File: src/rtl/seq_pkg.sv
// Shared types and constants for the sequence generator.
// Holds the controller state encoding and index width.
package seq_pkg;

   typedef enum logic [1:0] {
      IDLE = 2'd0,
      RUN  = 2'd1,
      DONE = 2'd2
   } seq_state_t;

   localparam int SEQ_CNT_W   = 3;
   localparam int SEQ_LEN_MAX = 8;

endpackage

File: src/rtl/seq_counter_ctrl.sv
// Sequencing controller: paces a 3-bit index toward the decoder
// with valid/ready, for one, N, or unlimited passes.
// Ports: clk, rst_n (sync, active-low), start, stop, loop_count,
//        out_ready -> counter, out_valid, busy, done, loop_idx.
module seq_counter_ctrl
   import seq_pkg::*;
#(
   parameter int SEQ_LEN = 8,
   parameter int LOOP_W  = 4
) (
   input  logic                 clk,
   input  logic                 rst_n,
   input  logic                 start,
   input  logic                 stop,
   input  logic [LOOP_W-1:0]    loop_count,
   input  logic                 out_ready,
   output logic [SEQ_CNT_W-1:0] counter,
   output logic                 out_valid,
   output logic                 busy,
   output logic                 done,
   output logic [LOOP_W-1:0]    loop_idx
);

   localparam logic [SEQ_CNT_W-1:0] LAST =
      SEQ_CNT_W'(SEQ_LEN - 1);

   seq_state_t            state_q, state_d;
   logic [SEQ_CNT_W-1:0]  cnt_q, cnt_d;
   logic [LOOP_W-1:0]     lidx_q, lidx_d;
   logic [LOOP_W-1:0]     lcnt_q, lcnt_d;
   logic [LOOP_W:0]       nxt_pass;
   logic                  hs;
   logic                  more;

   // One extra bit so a max loop_count cannot wrap the compare.
   assign nxt_pass = {1'b0, lidx_q} + (LOOP_W+1)'(1);
   assign more     = (lcnt_q == '0) ||
                     (nxt_pass < {1'b0, lcnt_q});
   assign hs       = (state_q == RUN) & out_ready;

   always_comb begin
      state_d = state_q;
      cnt_d   = cnt_q;
      lidx_d  = lidx_q;
      lcnt_d  = lcnt_q;
      unique case (state_q)
         IDLE: begin
            cnt_d  = '0;
            lidx_d = '0;
            if (start && !stop) begin
               lcnt_d  = loop_count;
               state_d = RUN;
            end
         end
         RUN: begin
            if (stop) begin
               cnt_d   = '0;
               lidx_d  = '0;
               state_d = IDLE;
            end else if (hs) begin
               if (cnt_q != LAST) begin
                  cnt_d = cnt_q + SEQ_CNT_W'(1);
               end else if (more) begin
                  cnt_d  = '0;
                  lidx_d = lidx_q + LOOP_W'(1);
               end else begin
                  state_d = DONE;
               end
            end
         end
         DONE: begin
            cnt_d   = '0;
            lidx_d  = '0;
            state_d = IDLE;
         end
         default: begin
            cnt_d   = '0;
            lidx_d  = '0;
            state_d = IDLE;
         end
      endcase
   end

   always_ff @(posedge clk) begin
      if (!rst_n) begin
         state_q <= IDLE;
         cnt_q   <= '0;
         lidx_q  <= '0;
         lcnt_q  <= '0;
      end else begin
         state_q <= state_d;
         cnt_q   <= cnt_d;
         lidx_q  <= lidx_d;
         lcnt_q  <= lcnt_d;
      end
   end

   // Outputs decode straight from registers only.
   assign counter   = cnt_q;
   assign loop_idx  = lidx_q;
   assign out_valid = (state_q == RUN);
   assign busy      = (state_q != IDLE);
   assign done      = (state_q == DONE);

endmodule

File: config.mk
export PLATFORM = sky130hd
export DESIGN_NAME = seq_counter_ctrl
export DESIGN_NICKNAME = d
export VERILOG_FILES = /design/src/rtl/seq_pkg.sv /design/src/rtl/seq_counter_ctrl.sv
export SDC_FILE = /design/constraint.sdc
export NUM_CORES = 1
export LEC_CHECK = 0
export CAP_MARGIN = 20
export CORE_MARGIN = 2
export CORE_UTILIZATION = 31
export CTS_CLUSTER_SIZE = 24
export DETAILED_ROUTE_END_ITERATION = 10
export PLACE_DENSITY = 0.64
export REMOVE_ABC_BUFFERS = 1
export SYNTH_ARGS = -nofsm -noshare
export SYNTH_HDL_FRONTEND = slang
export SYNTH_SLANG_ARGS = --single-unit
File: constraint.sdc
create_clock -name clk -period 4.12 [get_ports clk]
set_clock_uncertainty 0.2 [all_clocks]
set_input_delay 1.03 -clock clk [delete_from_list [all_inputs] [get_ports clk]]
set_output_delay 1.03 -clock clk [all_outputs]
set_load 0.01 [all_outputs]
==> metrics <==
status complete, no violations; Critical Path End Type flip-flop; clock latency on the worst-skew pair 0.28 ns; Leakage roughly 0.37 nW; final setup violating endpoints 0; setup_tns 0 ns; vias in the first global route 609; initial core utilization 0.3283; grt met1 use 0.1438; crit-path max cell delay roughly 0.50 ns; Synth top area share 0.3549; Num CTS Buffers 3; Final Util 0.4347; gr ovfl total 0; combinational power share 0.134; crit path DAT between 2 and 3 ns; first-pass GRT wire length around 2600 um; main combinational cell family by area after synthesis simple AND/OR/NAND/NOR gates; Crit Path Class reg -> reg; number of placed I/O pins 19; # nets final approximately 120; worst r2r src loop_idx[0]$_SDFFE_PP0P_; period utilization 0.6792; Largest delay share family, worst path compound AO/OA/AOI/OAI gates; slew at the pin with the worst max-slew slack about 0.63 ns; initial antenna violation count 0; endpoints failing hold 0; setup repair bufs after CTS 0; CP startpoint loop_idx[0]$_SDFFE_PP0P_; Seq/Total Area, Yosys 0.3549; Post-DRT Antenna Nets 0; TritonCTS clock tree built; GR Util met3 0.02286; Clock Path Buffers 2; routed vias 646; router iterations before antenna repair 3; WL final around 1500 um; worst r2r dst loop_idx[3]$_SDFFE_PP0P_; RSZ-0062 raised after global routing false; post-synth top area cell dfxtp_1; Switching Power 0.05909 mW; fraction of registers with async set/reset 0; Area Overhead vs Synth 32.42%; internal power approximately 0.18 mW; via-per-instance ratio 4.931; Max Cap Violations 0; share of cells above drive strength 1 0.08738; diode count 0; Final Max Tran Viols 0; Tightest Hold Check Type reg -> reg; Synth area leaders dfxtp_1, ha_1, nor2b_1, mux2i_1, nand2_1; H-tree levels 1; Die H 52.64 um; core area 2233 um2; clock share of power 0.329; Max Freq around 0.36 GHz; pin count of the biggest net entering global routing 9; Reg2Reg Depth 8; commonest cells in the netlist dfxtp_1, nand2_1, nor2_1, nor2b_1, ha_1; VDD IR max approximately 0.17 mV; Rows 17; die width between 50 and 60 um; predominant post-synthesis flop cell dfxtp_1; critical path cell sequence ha_1 > xor2_1 > ha_1 > a21oi_1 > o21ai_0 > a311oi_4 > or4b_1 > o21ai_0; Syn Area/Cell 8.942 um2; Simple-Gate Fraction of Synth Area 0.2952; number of synthesized register bits 13; Max FO, Critical Path 7; CTS Hold Bufs 0; Synth Area in Adders 0.1024; Net Sw Frac 0.2441; crit start category flip-flop; Synth cell types 30; Total GRT Usage 0.1313; met2 global-route usage 0.2271; complex-gate fraction of the synthesized area 0.1451; DP HPWL ~1200 um; Sink Count 13; CP max stage cell a311oi_4; Root Driver clkbuf_4; R2R Setup Slk approximately 1.3 ns; Rel. slew slack 0.5781; WP data required about 4.1 ns; Buf/Inv on CP 0; cell area power density between 200 and 250 nW/um2; mux contribution to synthesized area 0.04096; GRT Max-Usage Layer met2; CP Depth 8; Post-Synthesis Cells 82; Post-Synth XOR/XNOR Area 0.03584; DRC viols 0; CTS resizes 0; Final min period 2.798 ns; CP endpoint loop_idx[3]$_SDFFE_PP0P_; most common cell in the netlist dfxtp_1; Sequential Power Share 0.537; Synth warnings 0; Reg clk slew, reported paths roughly 0.080 ns; IO buf count 18; DRT iter0 DRCs 6; Placer Congestion 0.7269; EDFF count, synth 0; Die Area 2770 um2; Mapped Area approximately 730 um2; drt wl/cell 11.62 um
## worst reg2reg max path: cells and delay by family, from the launching register on
family | cells | cell delay (ns)
compound gates | 4 | 0.95
xor+xnor | 1 | 0.17
fa+ha+maj | 2 | 0.53
flops | 1 | 0.42
simple gates | 1 | 0.47
## cell families (layout without fill, tap and decap cells)
logic type      Yosys count  in the layout
compound gates           14             14
xor+xnor                  3              3
fa+ha+maj                 6              6
buf+inv                   5             26
flops                    13             13
mux                       3              3
simple gates             38             38
## worst min path at each step
stage | from | to | slack [ns] | cells past startpoint
after floorplan | counter[0]$_SDFFE_PP0P_ | counter[0]$_SDFFE_PP0P_ | 0.30 | 2
after global placement | counter[0]$_SDFFE_PP0P_ | counter[0]$_SDFFE_PP0P_ | 0.29 | 2
after detailed placement | counter[0]$_SDFFE_PP0P_ | counter[0]$_SDFFE_PP0P_ | 0.29 | 2
after CTS | loop_idx[1]$_SDFFE_PP0P_ | loop_idx[1]$_SDFFE_PP0P_ | 0.31 | 2
after global routing | loop_idx[1]$_SDFFE_PP0P_ | loop_idx[1]$_SDFFE_PP0P_ | 0.34 | 2
final | counter[0]$_SDFFE_PP0P_ | counter[0]$_SDFFE_PP0P_ | 0.31 | 2
## registers in the layout (all words and copies together) (netlist names)
register and flops:
counter 3, lcnt_q 4, state_q 2, loop_idx 4
## power groups by stage
stage	clock network (mW)	logic, mW	registers [mW]
global placement	0	0.0318	0.133
detailed placement	0	0.0324	0.133
CTS	0.0824	0.0326	0.130
floorplan	0	0.0184	0.132
finish	0.0798	0.0324	0.130
global route	0.0888	0.0354	0.130
## cells in the final DEF (no fill, tap or decap), drive strengths merged, types with 2 or more instances in the layout
| master | n |
|---|---|
| nor3b | 2 |
| inv | 4 |
| ha | 6 |
| o21ai | 5 |
| a31oi | 2 |
| or4 | 2 |
| nand2 | 8 |
| a21oi | 4 |
| clkbuf | 4 |
| nor2b | 7 |
| nor2 | 7 |
| mux2i | 3 |
| clkdlybuf4s50 | 18 |
| nand3 | 3 |
| dfxtp | 13 |
| xnor2 | 2 |
## area by class of cell
cell class / instances / area [um2]
Tap cell: 28 / 35.03
Inverter: 4 / 15.01
Multi-Input combinational cell: 64 / 454.2
Timing Repair Buffer: 18 / 180.2
Sequential cell: 13 / 260.3
Fill cell: 233 / 1262
Clock buffer: 4 / 26.28
## per-layer routing
| layer | part of all wire | routed length (um) |
|---|---|---|
| met1 | 0.43 | 653 |
| met2 | 0.49 | 743 |
| met3 | 0.056 | 85 |
| met4 | 0.026 | 40 |
| met5 | 0 | 0 |
## metrics by stage
step	hold slack, ns	power (mW)	worst slack [ns]	std cells	area, um2
floorplan	0.3031	0.1509	1.542	81	729.5
global placement	0.2927	0.1647	1.308	127	944.7
detailed placement	0.2911	0.1654	1.282	127	944.7
CTS	0.3097	0.2450	1.332	131	970.9
global route	0.3435	0.2544	1.182	131	970.9
finish	0.3079	0.2421	1.322	131	970.9
Power figures use the tool's default switching activity.
==> RTL change (same flow settings) <==
`LOOP_W`: 4 -> 5.
--- a/src/rtl/seq_counter_ctrl.sv
+++ b/src/rtl/seq_counter_ctrl.sv
@@ -6,7 +6,7 @@
    import seq_pkg::*;
 #(
    parameter int SEQ_LEN = 8,
-   parameter int LOOP_W  = 4
+   parameter int LOOP_W  = 5
 ) (
    input  logic                 clk,
    input  logic                 rst_n,
Interface: changed (resized loop_count and loop_idx); port bits go from 19 to 21. The function was not compared with the original's and may differ.
==> RTL change against the original RTL <==
  * Sequential cell count rose by 2
  * Final area grew 25%
  * Wire length grew 39%
  * Area after synthesis up 31%
  * Maximum frequency up 4.5%
  * Critical path depth shrank 6
  * Core utilization is 2.9 points lower
  * Worst setup slack improved by 0.12 ns
  * Power increased by 18%
  * Global-route usage increased by 0.70 points
==> RTL change: results (changes against the original RTL) <==
| Metric | Value |
|---|---|
| Sequential element share of the synthesized area | `31.2% (was 35.5%)` |
| Crit path max-delay family | `buffers and inverters (was compound AO/OA/AOI/OAI gates)` |
| Avg Vias per Cell | `5.25 (was 4.93)` |
| Final WL | `2110 µm (was 1520 µm)` |
| Largest net degree at the start of global routing | `12 (was 9)` |
| Met3 WL | `57 µm (was 85 µm)` |
| Detailed Place HPWL | `1650 µm (was 1200 µm)` |
| Routed via count | `866 (was 646)` |
| Synth unique cells | `42 (was 30)` |
| Combinational share of power | `16.6% (was 13.4%)` |
| IO Port Bufs | `20 (was 18)` |
| Worst hold start | `counter[1] (was counter[0])` |
| Clk slew on worst S/H paths | `0.10 ns (was 0.08 ns)` |
| Met3 Resource Use GR | `2.60% (was 2.29%)` |
| Synth area leaders | `dfxtp_1 (31%), ha_1 (9.1%), a21oi_1 (4.2%) (was dfxtp_1 (35%), ha_1 (10%), nor2b_1 (6.0%))` |
| Flop2flop setup slack | `1.63 ns (was 1.32 ns)` |
| Top cells by count, synth | `dfxtp_1 (15), a21oi_1 (8), nand2_1 (8), nand3_1 (8), nor2_1 (8) (was dfxtp_1 (13), nand2_1 (8), nor2_1 (7), nor2b_1 (7), ha_1 (6))` |
| Max IR drop VDD | `86.0 µV (was 169 µV)` |
| Leak Pwr | `0.497 nW (was 0.365 nW)` |
| Pwr Total | `0.286 mW (was 0.242 mW)` |
| Sequential Power Share | `52.5% (was 53.7%)` |
| Worst min-delay path endpoint | `counter[1] (was counter[0])` |
| GRT Total Usage | `13.8% (was 13.1%)` |
| Layout cell share with drive strength beyond 1 | `9.85% (was 8.74%)` |
| Worst reg2reg path startpoint | `loop_idx[2] (was loop_idx[0])` |
| Switching share of power | `27.3% (was 24.4%)` |
| Critical-path top delay cell | `clkdlybuf4s50_1 (was a311oi_4)` |
| Placer congestion estimate | `0.822 (was 0.727)` |
| CP max stage delay | `0.54 ns (was 0.50 ns)` |
| DP Worst Slack | `1.32 ns (was 1.28 ns)` |
| Relative slew slack | `71.6% (was 57.8%)` |
| CP Data Arrival Time | `1.45 ns (was 2.80 ns)` |
| Status | `finished clean (unchanged)` |
| Met2 WL | `989 µm (was 743 µm)` |
[RTL change: cell type report]
class	count	area [µm²]
Clock buffer	4	26.3
Tap cell	33	41.3
Timing Repair Buffer	20	200
Fill cell	320	1790
Sequential cell	15	300
Inverter	5	18.8
Multi-Input combinational cell	88	631
[RTL change: cell families after synthesis]
| kind of cell | count (synthesis) | share of synthesized area [%] |
|---|---|---|
| buffers and inverters | 8 | 3.38 |
| muxes | 3 | 3.12 |
| DFF | 15 | 31.2 |
| and+or+nand+nor | 47 | 29.6 |
| AOI/OAI and AO/OA | 28 | 20.9 |
| xor gates and xnor gates | 3 | 2.73 |
| adders and majority gates | 7 | 9.09 |
[RTL change: how the worst max path moves through the flow]
stage	start	endpoint	slack [ns]	depth (start not counted)
detailed placement	out_ready	loop_idx[0]	1.32	6
global placement	rst_n	loop_idx[4]	1.36	5
global route	state_q[0]	busy	1.40	2
finish	state_q[1]	out_valid	1.44	2
floorplan	loop_idx[2]	loop_idx[4]	1.82	8
CTS	state_q[1]	out_valid	1.43	2
